[src/rtl/serial_cmp_ctrl_if.sv]
// Handshake/result bundle for serial_cmp_ctrl: operands and start in, status and verdict out.
interface serial_cmp_ctrl_if #(
  parameter int unsigned WIDTH = 8
);
  logic             start;
  logic [WIDTH-1:0] a;
  logic [WIDTH-1:0] b;
  logic             busy;
  logic             done;
  logic             lt;
  logic             gt;
  logic             eq;

  modport master (
    output start, a, b,
    input  busy, done, lt, gt, eq
  );

  modport slave (
    input  start, a, b,
    output busy, done, lt, gt, eq
  );
endinterface

[src/rtl/serial_cmp_ctrl.sv]
// Bit-serial MSB-first unsigned magnitude comparator built around one priority comparator cell.
// Define SERIAL_CMP_EARLY_EXIT_EN to finish as soon as the first differing bit decides the result.

module prio_cmp_cell (
  input  logic a,
  input  logic b,
  input  logic p1,
  input  logic p2,
  output logic l1,
  output logic l2,
  output logic l3
);
  // p1/p2 carry an earlier verdict; once set, lower bits cannot override it.
  assign l1 = p1 | (~p2 & ~a &  b);
  assign l2 = p2 | (~p1 &  a & ~b);
  assign l3 = ~(l1 | l2);
endmodule

module serial_cmp_ctrl #(
  parameter int unsigned WIDTH = 8
) (
  input logic              clk,
  input logic              rst_n,
  serial_cmp_ctrl_if.slave bus
);
  localparam int unsigned IW = $clog2(WIDTH);

  typedef enum logic [1:0] {
    S_IDLE,
    S_RUN,
    S_DONE
  } state_t;

  state_t           r_state;
  state_t           w_state_next;
  logic [WIDTH-1:0] r_a;
  logic [WIDTH-1:0] r_b;
  logic [IW-1:0]    r_idx;
  logic             r_lt_f;
  logic             r_gt_f;
  logic             r_lt;
  logic             r_gt;
  logic             r_eq;
  logic             w_l1;
  logic             w_l2;
  logic             w_l3;
  logic             w_last;
  logic             w_finish;

  prio_cmp_cell u_cell (
    .a  (r_a[r_idx]),
    .b  (r_b[r_idx]),
    .p1 (r_lt_f),
    .p2 (r_gt_f),
    .l1 (w_l1),
    .l2 (w_l2),
    .l3 (w_l3)
  );

  assign w_last = (r_idx == '0);

`ifdef SERIAL_CMP_EARLY_EXIT_EN
  assign w_finish = w_last | w_l1 | w_l2;
`else
  assign w_finish = w_last;
`endif

  always_ff @(posedge clk or negedge rst_n) begin
    if (!rst_n) begin
      r_state <= S_IDLE;
    end else begin
      r_state <= w_state_next;
    end
  end

  always_comb begin
    w_state_next = r_state;
    case (r_state)
      S_IDLE:  if (bus.start) w_state_next = S_RUN;
      S_RUN:   if (w_finish)  w_state_next = S_DONE;
      S_DONE:  w_state_next = S_IDLE;
      default: w_state_next = S_IDLE;
    endcase
  end

  always_ff @(posedge clk or negedge rst_n) begin
    if (!rst_n) begin
      r_a    <= '0;
      r_b    <= '0;
      r_idx  <= IW'(WIDTH - 1);
      r_lt_f <= 1'b0;
      r_gt_f <= 1'b0;
      r_lt   <= 1'b0;
      r_gt   <= 1'b0;
      r_eq   <= 1'b0;
    end else begin
      case (r_state)
        S_IDLE: begin
          if (bus.start) begin
            r_a    <= bus.a;
            r_b    <= bus.b;
            r_idx  <= IW'(WIDTH - 1);
            r_lt_f <= 1'b0;
            r_gt_f <= 1'b0;
          end
        end
        S_RUN: begin
          r_lt_f <= w_l1;
          r_gt_f <= w_l2;
          r_idx  <= r_idx - IW'(1);
          // Result registers take the cell outputs directly so DONE shows the final verdict.
          if (w_finish) begin
            r_lt <= w_l1;
            r_gt <= w_l2;
            r_eq <= w_l3;
          end
        end
        default: ;
      endcase
    end
  end

  assign bus.busy = (r_state != S_IDLE);
  assign bus.done = (r_state == S_DONE);
  assign bus.lt   = r_lt;
  assign bus.gt   = r_gt;
  assign bus.eq   = r_eq;
endmodule

[src/flat_wrapper.sv]
// flat-port wrapper written by rule: the top's interface ports become plain ports
module serial_cmp_ctrl_flat 
#(
  parameter int unsigned WIDTH = 8
)
  (clk, rst_n, bus_start, bus_a, bus_b, bus_busy, bus_done, bus_lt, bus_gt, bus_eq);
  serial_cmp_ctrl_if #(.WIDTH(WIDTH)) bus_i ();
  input logic clk;
  input logic rst_n;
  input wire logic [$bits(bus_i.start)-1:0] bus_start;
  input wire logic [$bits(bus_i.a)-1:0] bus_a;
  input wire logic [$bits(bus_i.b)-1:0] bus_b;
  output wire logic [$bits(bus_i.busy)-1:0] bus_busy;
  output wire logic [$bits(bus_i.done)-1:0] bus_done;
  output wire logic [$bits(bus_i.lt)-1:0] bus_lt;
  output wire logic [$bits(bus_i.gt)-1:0] bus_gt;
  output wire logic [$bits(bus_i.eq)-1:0] bus_eq;
  assign bus_i.start = bus_start;
  assign bus_i.a = bus_a;
  assign bus_i.b = bus_b;
  assign bus_busy = bus_i.busy;
  assign bus_done = bus_i.done;
  assign bus_lt = bus_i.lt;
  assign bus_gt = bus_i.gt;
  assign bus_eq = bus_i.eq;
  serial_cmp_ctrl #(.WIDTH(WIDTH)) u_core (.clk(clk), .rst_n(rst_n), .bus(bus_i));
endmodule
[config.mk]
export PLATFORM = sky130hd
export DESIGN_NAME = serial_cmp_ctrl_flat
export DESIGN_NICKNAME = d
export VERILOG_FILES = /design/src/rtl/serial_cmp_ctrl_if.sv /design/src/rtl/serial_cmp_ctrl.sv /design/src/flat_wrapper.sv
export SDC_FILE = /design/constraint.sdc
export NUM_CORES = 1
export LEC_CHECK = 0
export CAP_MARGIN = 20
export CELL_PAD_IN_SITES_DETAIL_PLACEMENT = 2
export CELL_PAD_IN_SITES_GLOBAL_PLACEMENT = 2
export CORE_UTILIZATION = 31
export DETAILED_ROUTE_END_ITERATION = 16
export PLACE_DENSITY_LB_ADDON = 0.1
export SLEW_MARGIN = 20
export SYNTH_ARGS = -nofsm -noshare
export SYNTH_HDL_FRONTEND = slang
export SYNTH_SLANG_ARGS = --single-unit
[constraint.sdc]
create_clock -name clk -period 2.68 [get_ports clk]
set_input_delay 0.804 -clock clk [delete_from_list [all_inputs] [get_ports clk]]
set_output_delay 0.804 -clock clk [all_outputs]
set_load 0.01 [all_outputs]
Word-level counts from Yosys, hierarchy flattened

Cells that the tools add are included.

Add/sub/neg operators: 1
Multiply operators: 0
Div/mod/pow operators: 0
Magnitude comparators: 1
Eq/ne operators: 4
Shift-type cells: 0
Muxes and demuxes: 12
Bitwise gates (word level): 12
Reductions and logical operators: 8

Operators by type and width:

| operator                                                                     | number |
|---|---|
| 2-bit AND reduction                                                          | 4 |
| 1-bit binary-select mux with 3-bit select                                    | 2 |
| 3-bit case mux with 2 select lines                                           | 1 |
| 1-bit NOT                                                                    | 5 |
| 1-bit AND                                                                    | 4 |
| 3-bit by 4-bit less-than comparator with 1-bit output, second input constant | 1 |
| 2-bit two-way mux                                                            | 2 |
| 1-bit case mux with 2 select lines                                           | 2 |
| 2-bit case mux with 2 select lines                                           | 1 |
| 2-bit nonzero test                                                           | 2 |
| 3-bit zero test                                                              | 1 |
| 1-bit two-way mux                                                            | 3 |
| 3-bit two-way mux                                                            | 1 |
| 1-bit bitwise OR                                                             | 3 |
| 3-bit by 1-bit subtractor with 3-bit output, second input constant           | 1 |
| 2-bit by 1-bit equality test with 1-bit output, second input constant        | 1 |
| 2-bit equality test, second input constant                                   | 1 |
| 2-bit zero test                                                              | 1 |
| 2-bit by 1-bit != test with 1-bit output, second input constant              | 1 |
| 2-bit != test, second input constant                                         | 1 |

Register bits: 26
Bits in latches: 0
Bits in writable memories: 0
ROM bits: 0
Memories: 0

Logic depth before layout (Yosys ltp)

Gate-level depths: netlist (run 1).

Word-level depth: 8
Gate-level depth with buffers: 7

Hierarchy

Synthesis (run 1) repeated with hierarchy kept, for this count alone.

Cells, all modules: 84
Area total of the unflattened synthesis: 1256.2 sq um

Modules (own cells, without submodules):

| module          | instances | cells each | area an instance (sq um) | sequential area each (sq um) |
|---|---|---|---|---|
| serial_cmp_ctrl | 1         | 78         | 1214.9                   | 654.4 |
| prio_cmp_cell   | 1         | 6          | 41.3                     | 0.0 |

Worst setup path before layout (run 1)

Ideal clock, no wire load.

Kind: flip-flop to flip-flop
Start point: register u_core.r_idx[0]
End point: register u_core.r_lt (netlist: u_core.bus.lt)
Library setup time: 0.126 ns
Data arrival time: 1.766 ns
Required time: 2.554 ns
Path slack: 0.788 ns
Stages on the path, launching flop included: 6
Buffers on the path: 1
Path through: dfstp_2 -> buf_6 -> mux4_1 -> mux2i_4 -> nor3_1 -> o31a_2

Cells in the longest elaborated chain, start to end: 6

RTL lines:

| what                                      | RTL line               | RTL |
|---|---|---|
| from (decl)                               | serial_cmp_ctrl.sv:38  | `logic [IW-1:0] r_idx;` |
| from (signal assigned)                    | serial_cmp_ctrl.sv:90  | `r_idx <= IW'(WIDTH - 1);` |
| from (signal assigned)                    | serial_cmp_ctrl.sv:102 | `r_idx <= IW'(WIDTH - 1);` |
| from (signal assigned)                    | serial_cmp_ctrl.sv:110 | `r_idx <= r_idx - IW'(1);` |
| 1-bit binary-select mux with 3-bit select | serial_cmp_ctrl.sv:51  | `.a (r_a[r_idx]),` |
| 1-bit two-way mux (implied by the code)   | serial_cmp_ctrl.sv:51  |  |
| 1-bit NOT                                 | serial_cmp_ctrl.sv:14  | `assign l1 = p1 \| (~p2 & ~a & b);` |
| 1-bit AND (2 in a row)                    | serial_cmp_ctrl.sv:14  |  |
| 1-bit bitwise OR                          | serial_cmp_ctrl.sv:14  |  |
| to (signal assigned)                      | serial_cmp_ctrl.sv:113 | `r_lt <= w_l1;` |
| to (decl)                                 | serial_cmp_ctrl.sv:41  | `logic r_lt;` |

Parallel ways exist; a longest one is shown, timed or not. The select of a mux whose other input is x is not followed.
A chain may end at the register's enable or synchronous reset.

Worst setup path after layout (run 1)

Start point: register u_core.r_state[1]
End point: output bus_busy

Cells in the longest elaborated chain, start to end: 1

RTL lines:

| what                   | RTL line               | RTL |
|---|---|---|
| from (decl)            | serial_cmp_ctrl.sv:34  | `state_t r_state;` |
| from (signal assigned) | serial_cmp_ctrl.sv:72  | `r_state <= w_state_next;` |
| 2-bit nonzero test     | serial_cmp_ctrl.sv:123 | `assign bus.busy = (r_state != S_IDLE);` |
| to (decl)              | flat_wrapper.sv:13     | `output wire logic [$bits(bus_i.busy)-1:0] bus_busy;` |

No other way between the ends.

==> results of run 1 <==
[synth_stat cells (2+ instances only)]
master	n
clkbuf_1	4
nor2b_1	3
dfstp_2	3
inv_1	4
o21ai_0	5
mux4_1	4
nor3_1	2
nand2_1	52
ha_1	2
nor2_1	2
dfrtp_1	23
nand2b_1	2
a21oi_1	2
[layer usage]
layer / vias to the layer above / GRT usage [%] / routed length, µm
met2: 16 / 28.55 / 1386
met5: - / 0 / 0
met3: 3 / 3.697 / 92
met1: 457 / 18.90 / 1179
met4: 0 / 3.333 / 23
li1: 437 / - / -
[tightest hold or removal path: stages (launching register included)]
cell and delay, ns:
dfrtp_1 0.35, nand2_1 0.05, nand2_1 0.06
[metrics by stage]
step / setup WS (ns) / hold slack (ns) / utilization [%] / total power [mW] / std cells
after detailed placement: 0.5477 / 0.4656 / 40.30 / 1.493 / 188
after CTS: 0.4571 / 0.4874 / 41.52 / 1.730 / 192
after floorplan: 0.7877 / 0.4373 / - / 1.239 / 119
final: 0.4870 / 0.4866 / 41.52 / 1.700 / 192
after global routing: 0.3680 / 0.5205 / 41.52 / 1.868 / 192
after global placement: 0.6124 / 0.4576 / 40.30 / 1.446 / 188
[cell type report]
class	count	area share, %
Multi-Input combinational cell	84	33.41
Tap cell	48	3.893
Clock buffer	4	2.920
Sequential cell	26	42.42
Timing Repair Buffer	26	16.38
Inverter	4	0.9732
[power by group]
part	total (mW)	internal [mW]	switching, mW
combinational	0.726	0.376	0.351
clock	0.232	0.107	0.125
sequential	0.741	0.594	0.147
total	1.70	1.08	0.623
[logic make-up after synthesis]
family          after synthesis
flops                        26
mux                           6
buf+inv                       9
fa+ha+maj                     2
xor+xnor                      1
compound gates               11
simple gates                 64
[how the worst max path moves through the flow]
stage	start	end	slack, ns	depth (start not counted)
2_1_floorplan	u_core.r_idx[0]	u_core.bus.lt	0.79	5
3_3_place_gp	bus_start	u_core.r_a[6]	0.61	5
4_1_cts	u_core.r_state[1]	bus_busy	0.46	3
6_report	u_core.r_state[1]	bus_busy	0.49	3
3_5_place_dp	bus_start	u_core.r_a[7]	0.55	5
5_1_grt	u_core.r_state[0]	bus_busy	0.37	3
[sequential cells by signal, summed over array words and instances (netlist names)]
| register | count |
|---|---|
| u_core.r_a | 8 |
| u_core.r_b | 8 |
| u_core.r_idx | 3 |
| u_core.r_state | 2 |
| u_core.bus.eq | 1 |
| u_core.bus.gt | 1 |
| u_core.bus.lt | 1 |
| u_core.r_gt_f | 1 |
| u_core.r_lt_f | 1 |
==> reports/results.tsv, run 1 <==
stage	metric	value	unit
hold_path	holdPathStages	2	
worst_setup_path	timing.rr.start	u_core.r_idx[0]	
synthesis	synth_adder_area_share	2.066	%
clock_network	cts_tree	built	
worst_setup_path	critPathTopFamily	buffers and inverters	
clock_network	cts_setup_buffers	0	
floorplan	dieWidth	64.51	µm
floorplan	die-area	4161	µm²
sta	finalHoldViolCount	0	
synthesis	synth_top_cell_area_share	47.52	%
grt	grt_pass1_vias	1064	
sta	max_freq	456.0	MHz
clock_network	cts_root_buffer	clkbuf_8	
floorplan	rows	22	
cells_and_area	area_growth	27.38	%
grt	grt_overflow	0	
synthesis	synth_top_family_by_area	simple AND/OR/NAND/NOR gates	
clock_network	cts_resized	0	
cells_and_area	seq_area	654.4	µm²
synthesis	yosys_warnings	0	
hold_path	hold_path_class	reg -> reg	
route	wirelength	2681	µm
synthesis	yosysSeqAreaShare	54.03	%
placement	dpl_cell_area	1498	µm²
worst_setup_path	cp-end-kind	output port	
worst_setup_path	critPathMaxFanout	4	
clock_network	path_clk_slew	0.09	ns
worst_setup_path	crit_required	1.88	ns
grt	grtUsageTotal	15.79	%
cells_and_area	fillers	410	
synthesis	synth_top_cell_by_area	dfrtp_1	
sta	fin_crit	2.193	ns
worst_setup_path	cp_slowest_cell	clkdlybuf4s50_1	
sta	setup-violations-final	0	
placement	gp_congestion	0.7057	
synthesis	synth-compound-area-share	6.508	%
worst_setup_path	slowest_delay	0.47	ns
synthesis	synthFlopType	dfrtp_1	
sta	rsz0062_at_grt	no	
floorplan	die_y	64.51	µm
grt	grt_start_max_net_pins	27	
cells_and_area	multi_input_comb_area	515.5	µm²
synthesis	syn_inst	119	
cells_and_area	antennaDiodeCount	0	
synthesis	avgSynthCellArea	10.18	µm²
route	drc	0	
worst_setup_path	crit_path_cell_trace	nor2_1 -> inv_1 -> clkdlybuf4s50_1	
cells_and_area	final_common_cell	nand2_1	
synthesis	syn_area	1211	µm²
sta	min_period_over_period	81.83	%
synthesis	synth_edf_count	0	
worst_setup_path	reg2reg_slack	0.68	ns
flow_run	drv_cap	0	
worst_setup_path	reg2reg_to	u_core.bus.lt	
synthesis	synthArstFlopShare	100.0	%
route	via_count	913	
floorplan	start_util	32.59	%
placement	dp_hpwl	2059	µm
route	drtIter0Drc	30	
worst_setup_path	arrival	1.39	ns
sta	maxSlewViolCount	0	
worst_setup_path	critPathLaunchType	flip-flop	
cells_and_area	layout.nets	166	
clock_network	cts-hold-fix-buffers	0	
synthesis	synth_area_leaders	dfrtp_1, nand2_1, mux4_1	
synthesis	synthMuxAreaShare	11.47	%
floorplan	ioPinCount	24	
synthesis	yosys.cell_types.count	24	
clock_network	cts_max_path_buffers	2	
clock_network	clock-sinks	26	
hold_path	holdPathEnd	u_core.r_b[4]	
sta	tns	0	ns
clock_network	clk_latency	0.28	ns
synthesis	synth.net_count	140	
route	drt-pass1-iter-count	2	
worst_setup_path	path_class	reg -> out	
synthesis	synth_xor_area_share	0.7231	%
sta	worstMarginPinSlew	0.4459	ns
route	ant_nets	0	
cells_and_area	fin_area	1543	µm²
run_status	run_status	finished clean	
sta	slew_headroom	70.20	%
power	p_leak	0.7394	nW
grt	grt_pass1_wl	4995	µm
route	detail_route.wl_per_cell	13.96	µm
clock_network	cts_made_buffers	3	
grt	antenna_found_initial	0	
cells_and_area	drive_gt1_share	9.028	%
worst_setup_path	ff2ff_path_depth	4	
hold_path	min_from	u_core.r_b[4]	
cells_and_area	layout_common_cells	nand2_1, clkdlybuf4s50_1, dfrtp_1	
route	viasPerCell	4.755	
clock_network	cts.htree.levels	1	
placement	port_buffers	23	
synthesis	synth_seq_cells	26	
power	ir_worst_vdd	0.0004113	V
floorplan	coreArea	3716	µm²
worst_setup_path	path_buf_inv	2	
power	power.density	1102	nW/µm²
sta	skew	0.005315	ns
synthesis	synth-simple-area-share	21.80	%
Power figures use the tool's default switching activity.
==> run 2, diff against run 1 <==
- clock period: 2.68 -> 2.05 ns (I/O delays scaled with it)
==> run 2 against run 1 <==
Clock skew shrank 0.0041 ns. Worst setup slack lost 0.42 ns. Cell area grew 1.7%. Sequential share of layout area shrank 0.71 points. Critical path type is now reg -> reg. Hold slack is essentially flat. Largest cell class unchanged. Global-route usage shrank 0.31 points. Critical path depth grew 1. Routed wire length grew 3.9%.
==> reports/results.tsv, run 2 (synthesis results as in run 1) <==
stage	metric	value	unit	change
worst_setup_path	crit_required	2.21	ns	+0.33 ns
sta	maxSlewViolCount	0		unchanged
route	drt-pass1-iter-count	3		+1
cells_and_area	final_core_util	42.22	%	+0.71 points
sta	skew	0.001245	ns	-0.004069 ns
placement	gp_congestion	0.7294		+3.4%
sta	finalHoldViolCount	0		unchanged
floorplan	rows	22		unchanged
clock_network	cts_made_buffers	3		unchanged
grt	grt_pass1_wl	4892	µm	-2.1%
sta	worstMarginPinSlew	0.3406	ns	-0.1054 ns
sta	fin_ws	0.06256	ns	-0.4244 ns
sta	max_freq	503.2	MHz	
hold_path	min_from	u_core.r_b[3]		
worst_setup_path	cp_slowest_cell	dfstp_2		
clock_network	cts_root_buffer	clkbuf_8		
power	p_switching	849.5	µW	+36%
worst_setup_path	critPathLaunchType	flip-flop		
floorplan	coreArea	3716	µm²	unchanged
floorplan	start_util	32.59	%	unchanged
cells_and_area	seq_area	654.4	µm²	unchanged
sta	rsz0062_at_grt	yes		
cells_and_area	antennaDiodeCount	0		unchanged
worst_setup_path	path_buf_inv	0		-2
worst_setup_path	crit_path_cell_trace	mux4_1 -> mux2i_4 -> nor3_2 -> o31a_2		
worst_setup_path	reg2reg_to	u_core.bus.lt		
power	swShare	36.99	%	+0.33 points
cells_and_area	layout.nets	169		+1.8%
power	seqPwrFrac	42.5	%	-1.1 points
grt	grt_pass1_vias	1021		-4.0%
worst_setup_path	reg2reg_slack	0.06	ns	-0.62 ns
cells_and_area	layout_common_cells	nand2_1, clkdlybuf4s50_1, dfrtp_1		
cells_and_area	reg.largest.list	u_core.r_a (8), u_core.r_b (8), u_core.r_idx (3)		
power	clkPwrFrac	13.2	%	-0.5 points
sta	min_period_over_period	96.95	%	
power	power_frac_comb	44.3	%	+1.6 points
clock_network	cts_max_path_buffers	2		unchanged
sta	slew_headroom	77.30	%	+7.1 points
floorplan	die-area	4161	µm²	unchanged
worst_setup_path	critPathTopFamily	multiplexers		
floorplan	ioPinCount	24		unchanged
placement	port_buffers	23		unchanged
clock_network	cts-hold-fix-buffers	0		unchanged
route	drtIter0Drc	41		+37%
clock_network	clk_latency	0.27	ns	about the same
worst_setup_path	critPathMaxFanout	6		+2
cells_and_area	final_common_cell	nand2_1		
cells_and_area	fillers	412		+0.49%
grt	antenna_found_initial	0		unchanged
clock_network	clock-sinks	26		unchanged
placement	pre_cts_slack	-0.004285	ns	-0.5520 ns
hold_path	holdPathStages	2		unchanged
cells_and_area	area_growth	29.55	%	
power	power.density	1464	nW/µm²	+33%
floorplan	dieWidth	64.51	µm	unchanged
route	ant_nets	0		unchanged
placement	dpl_cell_area	1513	µm²	+1.0%
run_status	run_status	finished clean		
route	drc	0		unchanged
clock_network	path_clk_slew	0.09	ns	about the same
flow_run	drv_cap	0		unchanged
power	p_leak	0.7496	nW	+1.4%
cells_and_area	drive_gt1_share	12.93	%	+3.9 points
hold_path	hold_path_class	reg -> reg		
cells_and_area	multi_input_comb_area	519.2	µm²	+0.73%
worst_setup_path	slowest_delay	0.62	ns	+0.15 ns
floorplan	die_y	64.51	µm	unchanged
route	via_count	920		+0.77%
worst_setup_path	cp-end-kind	flip-flop		
worst_setup_path	timing.rr.start	u_core.r_idx[0]		
worst_setup_path	arrival	2.15	ns	+0.76 ns
sta	fin_crit	1.987	ns	
power	internal_power	1.447	mW	+34%
route	viasPerCell	4.718		-0.78%
sta	whs	0.4864	ns	-0.0001850 ns
worst_setup_path	path_class	reg -> reg		
sta	setup-violations-final	0		unchanged
route	detail_route.wl_per_cell	14.29	µm	+2.3%
route	wirelength	2786	µm	+3.9%
sta	tns	0	ns	unchanged
placement	dp_hpwl	2157	µm	+4.8%
cells_and_area	fin_area	1569	µm²	+1.7%
worst_setup_path	ff2ff_path_depth	4		unchanged
power	ir_worst_vdd	0.0005858	V	+42%
grt	grt_start_max_net_pins	27		unchanged
clock_network	cts.htree.levels	1		unchanged
grt	grt_overflow	0		unchanged
clock_network	cts_tree	built		
hold_path	holdPathEnd	u_core.r_b[3]		
grt	grtUsageTotal	15.47	%	-0.31 points
-- run 2: cell count changes in the layout (fill, tap and decap cells not counted), sizes merged --
cell | previous run | this run
buf | 3 | 6
-- run 2: worst max path at each step --
stage                          startpoint             to  slack, ns  depth (start not counted)
after global routing      u_core.r_idx[0]  u_core.bus.eq     -0.007                          4
after global placement    u_core.r_idx[0]  u_core.bus.lt       0.14                          4
after detailed placement  u_core.r_idx[0]  u_core.bus.lt     -0.004                          4
after floorplan           u_core.r_idx[0]  u_core.bus.lt       0.16                          5
after CTS                 u_core.r_idx[0]  u_core.bus.lt       0.02                          4
final                     u_core.r_idx[0]  u_core.bus.lt       0.06                          4
-- run 2: worst reg2reg max path: stages, from the launching register on --
cell and delay, ns:
dfstp_2 0.62, mux4_1 0.62, mux2i_4 0.22, nor3_2 0.09, o31a_2 0.33
-- run 2: per-layer routing --
| layer | share of wire [%] | track usage, % | vias up | wire, µm |
|---|---|---|---|---|
| met4 | 0.61 | 2.500 | 0 | 17 |
| met2 | 54 | 29.21 | 15 | 1512 |
| met3 | 2.8 | 3.697 | 2 | 79 |
| li1 | - | - | 446 | - |
| met5 | 0 | 0 | - | 0 |
| met1 | 42 | 17.75 | 457 | 1177 |
-- run 2: final cells by class --
type	instances	share of cell area, %
repair buffers	29	17.54
inverters	4	0.9569
flip-flops and latches	26	41.71
clock buffers	4	2.871
multi-input cells	84	33.09
well taps	48	3.828
-- run 2: power by group through the flow --
stage | clock, mW | combinational (mW) | sequential [mW]
2_1_floorplan | 0 | 0.710 | 0.910
3_3_place_gp | 0 | 0.924 | 0.982
3_5_place_dp | 0 | 1.00 | 0.988
4_1_cts | 0.316 | 1.03 | 0.978
5_1_grt | 0.336 | 1.14 | 1.01
6_report | 0.304 | 1.02 | 0.975
-- run 2: timing repair --
item,CTS,global route
buffers inserted,0,1
setup endpoints to repair,2,3
gates resized for setup,1,2
-- run 2: through the flow --
| step | cells | power [mW] |
|---|---|---|
| 6_report | 195 | 2.296 |
| 5_1_grt | 195 | 2.486 |
| 4_1_cts | 194 | 2.319 |
| 3_5_place_dp | 190 | 1.992 |
| 3_3_place_gp | 190 | 1.906 |
| 2_1_floorplan | 119 | 1.619 |
